## src/rtl/m_lsu_master_if.sv

```systemverilog
// m_lsu_master_if
//   Requester/responder bundle between the M-stage load/store master and an
//   external data-memory responder. One outstanding request at a time.
//
//   bus_req_valid  master->slave  request valid
//   bus_req_ready  slave->master  responder accepts the request
//   bus_addr       master->slave  word-aligned byte address
//   bus_we         master->slave  1 = write
//   bus_be         master->slave  byte enables, bit i = lane i
//   bus_wdata      master->slave  lane-replicated write data
//   bus_resp_valid slave->master  response for the outstanding request
//   bus_rdata      slave->master  read data, qualified by bus_resp_valid
interface m_lsu_master_if;
  logic        bus_req_valid;
  logic        bus_req_ready;
  logic [31:0] bus_addr;
  logic        bus_we;
  logic [3:0]  bus_be;
  logic [31:0] bus_wdata;
  logic        bus_resp_valid;
  logic [31:0] bus_rdata;

  modport master (
    output bus_req_valid, bus_addr, bus_we, bus_be, bus_wdata,
    input  bus_req_ready, bus_resp_valid, bus_rdata
  );

  modport slave (
    input  bus_req_valid, bus_addr, bus_we, bus_be, bus_wdata,
    output bus_req_ready, bus_resp_valid, bus_rdata
  );
endinterface

```

## src/rtl/m_lsu_master.sv

```systemverilog
// m_lsu_master
//   M-stage load/store initiator. Checks alignment/type of the pipeline's
//   access, issues one valid/ready request on the data bus, waits for the
//   response (or a timeout) and returns extended load data.
//
//   clk            system clock, rising edge
//   reset          asynchronous, active-low (0 = reset)
//   M_Req          pipeline access request, held until M_Done or exception
//   M_MemWrite     1 = store, 0 = load
//   M_MemDataType  000 word, 001 half, 010 byte, 011 uhalf, 100 ubyte
//   A              byte address
//   M_MemData      right-justified store data
//   M_Stall        freeze upstream stages
//   M_Done         one-cycle completion pulse
//   M_RD           extended load data, held until the next completion
//   M_AdEL/M_AdES  one-cycle load/store address-or-type exception
//   M_BusErr       one-cycle timeout flag, coincident with M_Done
//   bus            requester side of m_lsu_master_if
module m_lsu_master #(
  parameter int TIMEOUT = 64,
  parameter int CNT_W   = 7
) (
  input  logic                 clk,
  input  logic                 reset,
  input  logic                 M_Req,
  input  logic                 M_MemWrite,
  input  logic [2:0]           M_MemDataType,
  input  logic [31:0]          A,
  input  logic [31:0]          M_MemData,
  output logic                 M_Stall,
  output logic                 M_Done,
  output logic [31:0]          M_RD,
  output logic                 M_AdEL,
  output logic                 M_AdES,
  output logic                 M_BusErr,
  m_lsu_master_if.master       bus
);

  typedef enum logic [1:0] {S_IDLE, S_REQ, S_WAIT, S_DONE} state_t;

  state_t             state_q, state_d;
  logic [31:0]        addr_q, wdata_q, rd_q;
  logic               we_q, err_q, req_valid;
  logic [3:0]         be_q;
  logic [2:0]         type_q;
  logic [1:0]         off_q;
  logic [CNT_W-1:0]   cnt_q;

  logic               type_ok, align_ok, legal, accept, timeout;
  logic [3:0]         be_in;
  logic [31:0]        wdata_in;

  // Pick the lane of the response that the captured access targets and
  // extend it according to the captured type.
  function automatic logic [31:0] extract(input logic [2:0] t, input logic [1:0] off,
                                          input logic [31:0] d);
    logic [31:0] sh;
    logic [15:0] half;
    sh   = d >> {off, 3'b000};
    half = off[1] ? d[31:16] : d[15:0];
    case (t)
      3'b001:  extract = {{16{half[15]}}, half};
      3'b010:  extract = {{24{sh[7]}}, sh[7:0]};
      3'b011:  extract = {16'h0000, half};
      3'b100:  extract = {24'h000000, sh[7:0]};
      default: extract = d;
    endcase
  endfunction

  // Decode type/alignment legality and the bus lane pattern from live inputs.
  // Unsigned types cannot be stored; codes 101-111 are illegal everywhere.
  always_comb begin
    type_ok  = 1'b0;
    align_ok = 1'b0;
    be_in    = 4'b0000;
    wdata_in = 32'h0;
    case (M_MemDataType)
      3'b000: begin
        type_ok  = 1'b1;
        align_ok = (A[1:0] == 2'b00);
        be_in    = 4'b1111;
        wdata_in = M_MemData;
      end
      3'b001, 3'b011: begin
        type_ok  = (M_MemDataType == 3'b001) | ~M_MemWrite;
        align_ok = ~A[0];
        be_in    = A[1] ? 4'b1100 : 4'b0011;
        wdata_in = {2{M_MemData[15:0]}};
      end
      3'b010, 3'b100: begin
        type_ok  = (M_MemDataType == 3'b010) | ~M_MemWrite;
        align_ok = 1'b1;
        be_in    = 4'b0001 << A[1:0];
        wdata_in = {4{M_MemData[7:0]}};
      end
      default: ;
    endcase
    if (!M_MemWrite) wdata_in = 32'h0;
  end

  assign legal   = type_ok & align_ok;
  assign accept  = (state_q == S_IDLE) & M_Req & legal;
  assign timeout = (cnt_q == CNT_W'(TIMEOUT - 1));

  // State register.
  always_ff @(posedge clk or negedge reset) begin
    if (!reset) state_q <= S_IDLE;
    else        state_q <= state_d;
  end

  // Next state and outputs. The combinational outputs that depend on live
  // pipeline inputs are gated by reset so everything reads 0 while held.
  always_comb begin
    state_d   = state_q;
    req_valid = 1'b0;
    M_Done    = 1'b0;
    M_BusErr  = 1'b0;
    M_AdEL    = 1'b0;
    M_AdES    = 1'b0;
    case (state_q)
      S_IDLE: begin
        if (accept) state_d = S_REQ;
        if (M_Req && !legal) begin
          M_AdEL = reset & ~M_MemWrite;
          M_AdES = reset & M_MemWrite;
        end
      end
      S_REQ: begin
        req_valid = 1'b1;
        if (bus.bus_req_ready) state_d = S_WAIT;
      end
      S_WAIT: begin
        if (bus.bus_resp_valid || timeout) state_d = S_DONE;
      end
      S_DONE: begin
        M_Done   = 1'b1;
        M_BusErr = err_q;
        state_d  = S_IDLE;
      end
      default: state_d = S_IDLE;
    endcase
    M_Stall = reset & M_Req & legal & (state_q != S_DONE);
  end

  // Captured request fields, timeout counter, error flag and load result.
  // A response on the last permitted WAIT cycle wins over the timeout.
  always_ff @(posedge clk or negedge reset) begin
    if (!reset) begin
      addr_q  <= 32'h0;
      we_q    <= 1'b0;
      be_q    <= 4'b0000;
      wdata_q <= 32'h0;
      type_q  <= 3'b000;
      off_q   <= 2'b00;
      cnt_q   <= '0;
      err_q   <= 1'b0;
      rd_q    <= 32'h0;
    end else begin
      case (state_q)
        S_IDLE: begin
          if (accept) begin
            addr_q  <= {A[31:2], 2'b00};
            we_q    <= M_MemWrite;
            be_q    <= be_in;
            wdata_q <= wdata_in;
            type_q  <= M_MemDataType;
            off_q   <= A[1:0];
            err_q   <= 1'b0;
            cnt_q   <= '0;
          end
        end
        S_REQ: begin
          if (bus.bus_req_ready) cnt_q <= '0;
        end
        S_WAIT: begin
          if (bus.bus_resp_valid) begin
            rd_q <= extract(type_q, off_q, bus.bus_rdata);
          end else if (timeout) begin
            err_q <= 1'b1;
            rd_q  <= 32'h0;
          end else begin
            cnt_q <= cnt_q + CNT_W'(1);
          end
        end
        default: ;
      endcase
    end
  end

  assign bus.bus_req_valid = req_valid;
  assign bus.bus_addr      = addr_q;
  assign bus.bus_we        = we_q;
  assign bus.bus_be        = be_q;
  assign bus.bus_wdata     = wdata_q;
  assign M_RD              = rd_q;

endmodule

```

## src/flat_wrapper.sv

```systemverilog
// flat-port wrapper written by rule: the top's interface ports become plain ports
module m_lsu_master_flat 
#(
  parameter int TIMEOUT = 64,
  parameter int CNT_W   = 7
)
  (clk, reset, M_Req, M_MemWrite, M_MemDataType, A, M_MemData, M_Stall, M_Done, M_RD, M_AdEL, M_AdES, M_BusErr, bus_bus_req_valid, bus_bus_addr, bus_bus_we, bus_bus_be, bus_bus_wdata, bus_bus_req_ready, bus_bus_resp_valid, bus_bus_rdata);
  m_lsu_master_if bus_i ();
  input  logic clk;
  input  logic reset;
  input  logic M_Req;
  input  logic M_MemWrite;
  input  logic [2:0] M_MemDataType;
  input  logic [31:0] A;
  input  logic [31:0] M_MemData;
  output logic M_Stall;
  output logic M_Done;
  output logic [31:0] M_RD;
  output logic M_AdEL;
  output logic M_AdES;
  output logic M_BusErr;
  output wire logic [$bits(bus_i.bus_req_valid)-1:0] bus_bus_req_valid;
  output wire logic [$bits(bus_i.bus_addr)-1:0] bus_bus_addr;
  output wire logic [$bits(bus_i.bus_we)-1:0] bus_bus_we;
  output wire logic [$bits(bus_i.bus_be)-1:0] bus_bus_be;
  output wire logic [$bits(bus_i.bus_wdata)-1:0] bus_bus_wdata;
  input wire logic [$bits(bus_i.bus_req_ready)-1:0] bus_bus_req_ready;
  input wire logic [$bits(bus_i.bus_resp_valid)-1:0] bus_bus_resp_valid;
  input wire logic [$bits(bus_i.bus_rdata)-1:0] bus_bus_rdata;
  assign bus_bus_req_valid = bus_i.bus_req_valid;
  assign bus_bus_addr = bus_i.bus_addr;
  assign bus_bus_we = bus_i.bus_we;
  assign bus_bus_be = bus_i.bus_be;
  assign bus_bus_wdata = bus_i.bus_wdata;
  assign bus_i.bus_req_ready = bus_bus_req_ready;
  assign bus_i.bus_resp_valid = bus_bus_resp_valid;
  assign bus_i.bus_rdata = bus_bus_rdata;
  m_lsu_master #(.TIMEOUT(TIMEOUT), .CNT_W(CNT_W)) u_core (.clk(clk), .reset(reset), .M_Req(M_Req), .M_MemWrite(M_MemWrite), .M_MemDataType(M_MemDataType), .A(A), .M_MemData(M_MemData), .M_Stall(M_Stall), .M_Done(M_Done), .M_RD(M_RD), .M_AdEL(M_AdEL), .M_AdES(M_AdES), .M_BusErr(M_BusErr), .bus(bus_i));
endmodule
```

## config.mk

```make
export PLATFORM = sky130hd
export DESIGN_NAME = m_lsu_master_flat
export DESIGN_NICKNAME = d
export VERILOG_FILES = /design/src/rtl/m_lsu_master_if.sv /design/src/rtl/m_lsu_master.sv /design/src/flat_wrapper.sv
export SDC_FILE = /design/constraint.sdc
export NUM_CORES = 1
export LEC_CHECK = 0
export CORE_MARGIN = 8
export CORE_UTILIZATION = 49
export DETAILED_ROUTE_END_ITERATION = 10
export PLACE_DENSITY_LB_ADDON = 0.2
export SYNTH_ARGS = -nofsm -noshare
export SYNTH_HDL_FRONTEND = slang
export SYNTH_SLANG_ARGS = --single-unit
```

## constraint.sdc

```tcl
create_clock -name clk -period 5.94 [get_ports clk]
set_clock_uncertainty 0.05 [all_clocks]
set_input_delay 1.485 -clock clk [delete_from_list [all_inputs] [get_ports clk]]
set_output_delay 1.485 -clock clk [all_outputs]
set_load 0.02 [all_outputs]
```

==> results.json <==
{
  "chipWidth_um": 125,
  "holdBufCountCts": 0,
  "avgSynthCellArea_um2": 9.73,
  "htree_levels": 4,
  "mappedNetlistArea_mm2": 0.00587,
  "clk_latency_ns": 0.41,
  "cp_max_fo": 23,
  "yosys_warnings": 0,
  "track_usage": 0.237,
  "r2r_slack_ns": 3.40,
  "vdd_drop_max_uv": 250,
  "path_class": "in -> out",
  "yosysTopAreaCell": "dfrtp_1",
  "p_per_area_mw_per_mm2": 526,
  "viasPerCell": 5.77,
  "final.min_clock_period_ns": 5.46,
  "final_area_mm2": 0.00859,
  "cp_common_cell": "clkdlybuf4s50_1",
  "end_kind": "primary output",
  "antenna_cells": 0,
  "yosysSeqAreaShare": 0.486,
  "hold_end": "u_core.bus.bus_wdata[13]$_DFFE_PN0P_",
  "synth_flop_cell": "dfrtp_1",
  "maxCapViolCount": 0,
  "r2r_cells": 5,
  "setup_viol": 0,
  "synth_cells": 603,
  "clock_sinks": 114,
  "via_count": 5495,
  "die_y_um": 125,
  "synth-async-reset-ratio": 1.00,
  "area_growth_pct": 46.3,
  "setup_tns_ns": 0,
  "wl_um": 18700,
  "die_area_mm2": 0.0157,
  "cp_slowest_stage_delay_ns": 0.65,
  "dp.final_hpwl_um": 13400,
  "min_path_cells": 2,
  "num_rows": 40,
  "drv_slew": 0,
  "maxClockFrequency_mhz": 183,
  "drt_iter0_drc": 447,
  "reg2reg_from": "u_core.off_q[1]$_DFFE_PN0P_",
  "drtAntennaViolNets": 0,
  "cp_cell_sequence": "clkdlybuf4s50_1, buf_4, nand2b_1, a2bb2oi_1, and2_1, nand4_1, nor2_1, clkdlybuf4s50_1",
  "clkSlewWorstSetupHoldPaths_ns": 0.05,
  "synth_top_cells_by_area": "dfrtp_1 49%, nand2_1 6.8%, mux2_2 6.5%",
  "port_buffers": 209,
  "worstReg2RegEnd": "u_core.M_RD[10]$_DFFE_PN0P_",
  "crit_buf_inv": 3,
  "synth_edf_count": 0,
  "hold_violations": 0,
  "pin_count": 212,
  "status": "finished clean",
  "antenna_found_initial": 0,
  "synth_top_area_share": 0.486,
  "grt_max_degree": 114,
  "cp.arrival_ns": 3.92,
  "numCtsBuffers": 17,
  "crit_family": "buffers and inverters",
  "root_buffer": "clkbuf_16",
  "p_leak_nw": 3.66,
  "synth-seq-cells": 114,
  "holdCritPathClass": "reg -> reg",
  "grt-ovfl-total": 0,
  "slew_headroom": 0.266,
  "cpMaxStageDelayCell": "clkdlybuf4s50_1",
  "grt_pass1_wl_um": 30000,
  "tightestPinTransition_ns": 1.10,
  "wl_per_cell_um": 19.6,
  "start_util": 0.495,
  "cp-start-kind": "input port",
  "min_from": "u_core.bus.bus_wdata[13]$_DFFE_PN0P_",
  "rsz0062_at_grt": "no",
  "max-clock-path-buffers": 2,
  "synth_cell_types": 54,
  "gp_congestion": 0.914,
  "cts_tree": "built",
  "final.period_utilization": 0.918,
  "fin_util": 0.724,
  "drc": 0,
  "dr.pass1.iters": 5,
  "ctsResizeCount": 0,
  "dpl-instance-area_mm2": 0.00801,
  "num-nets-final": 903,
  "crit_required_ns": 4.41,
  "post_cts_buffers": 0,
  "drive_gt1_frac": 0.113,
  "coreArea_mm2": 0.0119,
  "first_global_vias": 5641
}
-- through the flow --
stage                     hold WS [ns]  power (mW)  instances  worst slack, ns
after global placement           0.405        3.46        921            0.612
final                            0.428        4.52        952            0.484
after floorplan                  0.416        2.53        604             1.55
after CTS                        0.428        4.54        952            0.526
after global routing             0.446        4.76        952            0.397
after detailed placement         0.416        3.53        921            0.532
-- worst max-delay path by stage --
stage / slack (ns) / to / cells after the start / start
after floorplan: 1.55 / M_Stall / 5 / M_MemDataType[0]
after global placement: 0.61 / M_AdES / 8 / M_MemDataType[0]
after detailed placement: 0.53 / M_AdES / 8 / M_MemDataType[0]
after CTS: 0.53 / M_AdES / 8 / M_MemDataType[0]
after global routing: 0.40 / M_AdES / 8 / M_MemDataType[0]
final: 0.48 / M_AdES / 8 / M_MemDataType[0]
-- power breakdown --
part | total (mW) | internal [mW] | switching [mW]
combinational | 2.16 | 1.00 | 1.15
sequential | 1.38 | 1.12 | 0.252
clock | 0.987 | 0.631 | 0.356
total | 4.52 | 2.76 | 1.76
-- logic make-up after synthesis --
kind of cell / share of synthesized area
compound gates: 0.203
simple gates: 0.141
fa+ha+maj: 0.0107
flops: 0.486
buf+inv: 0.0441
mux: 0.110
other cells: 0.000639
xor+xnor: 0.00448
-- sequential cells by signal (all words and copies together) (netlist names) --
name,count
u_core.M_RD,32
u_core.bus.bus_wdata,32
u_core.bus.bus_addr,30
u_core.cnt_q,7
u_core.bus.bus_be,4
u_core.type_q,3
u_core.off_q,2
u_core.state_q,2
u_core.bus.bus_we,1
u_core.err_q,1
-- worst register-to-register path, cell delays in order, from the launching register on --
cell      delay [ns]
dfrtp_1         1.01
mux4_2          0.41
o21bai_1        0.07
a21oi_1         0.53
o221ai_1        0.29
nand2_1         0.13
-- synth_stat cells (all sizes together) (2+ instances only) --
cell      n
nand2   107
inv       9
nor2b     4
a221o     7
o41ai     8
a21oi     7
a22oi     8
xnor2     3
o21bai    2
a31oi     5
and3      2
nor3      4
o32a      2
nand2b    4
mux2i    24
a211oi    9
buf      18
o221ai    8
nor2     49
a21boi    9
dfrtp   114
a32o      7
nand4     3
ha        5
and2      4
o31ai    11
or2       3
clkbuf   30
mux2     34
o21ai    67
nand3    11
a32oi     8
-- layer usage --
layer	up-vias	GRT usage	wire, µm
li1	2545	-	-
met3	36	0.0790	1520
met1	2667	0.266	7310
met4	0	0.0852	332
met2	247	0.412	9520
met5	-	0	0
-- final cells by class --
cell class	instances	area, µm²
clock inverter	11	113
sequential	114	2850
timing repair buffer	218	2160
inverter	10	37.5
tap	147	184
fill	861	3280
clock buffer	20	457
multi-input combinational	432	2790
-- placed cells by master, fill, tap and decap left out, types with 2 or more instances in the layout --
master,instances
o31ai_1,11
nand4_1,3
o32a_1,2
nor3_1,4
a21boi_0,9
or2_2,3
o41ai_2,7
o221ai_1,8
o21bai_1,2
nand2_1,107
clkbuf_8,2
clkbuf_16,17
a21oi_1,7
clkdlybuf4s50_1,208
a32o_1,7
a22oi_1,8
a211oi_1,9
nand3_1,11
clkinv_2,7
a32oi_1,8
o21ai_0,66
bufinv_16,2
and2_1,4
nand2b_1,4
ha_1,5
conb_1,2
a221o_1,7
mux2i_1,24
buf_4,10
and3_1,2
dfrtp_1,114
xnor2_1,2
nor2b_1,4
nor2_1,49
a31oi_1,5
clkinv_4,2
mux2_2,34
inv_1,9
No activity file was read; power rests on OpenSTA's default activity.
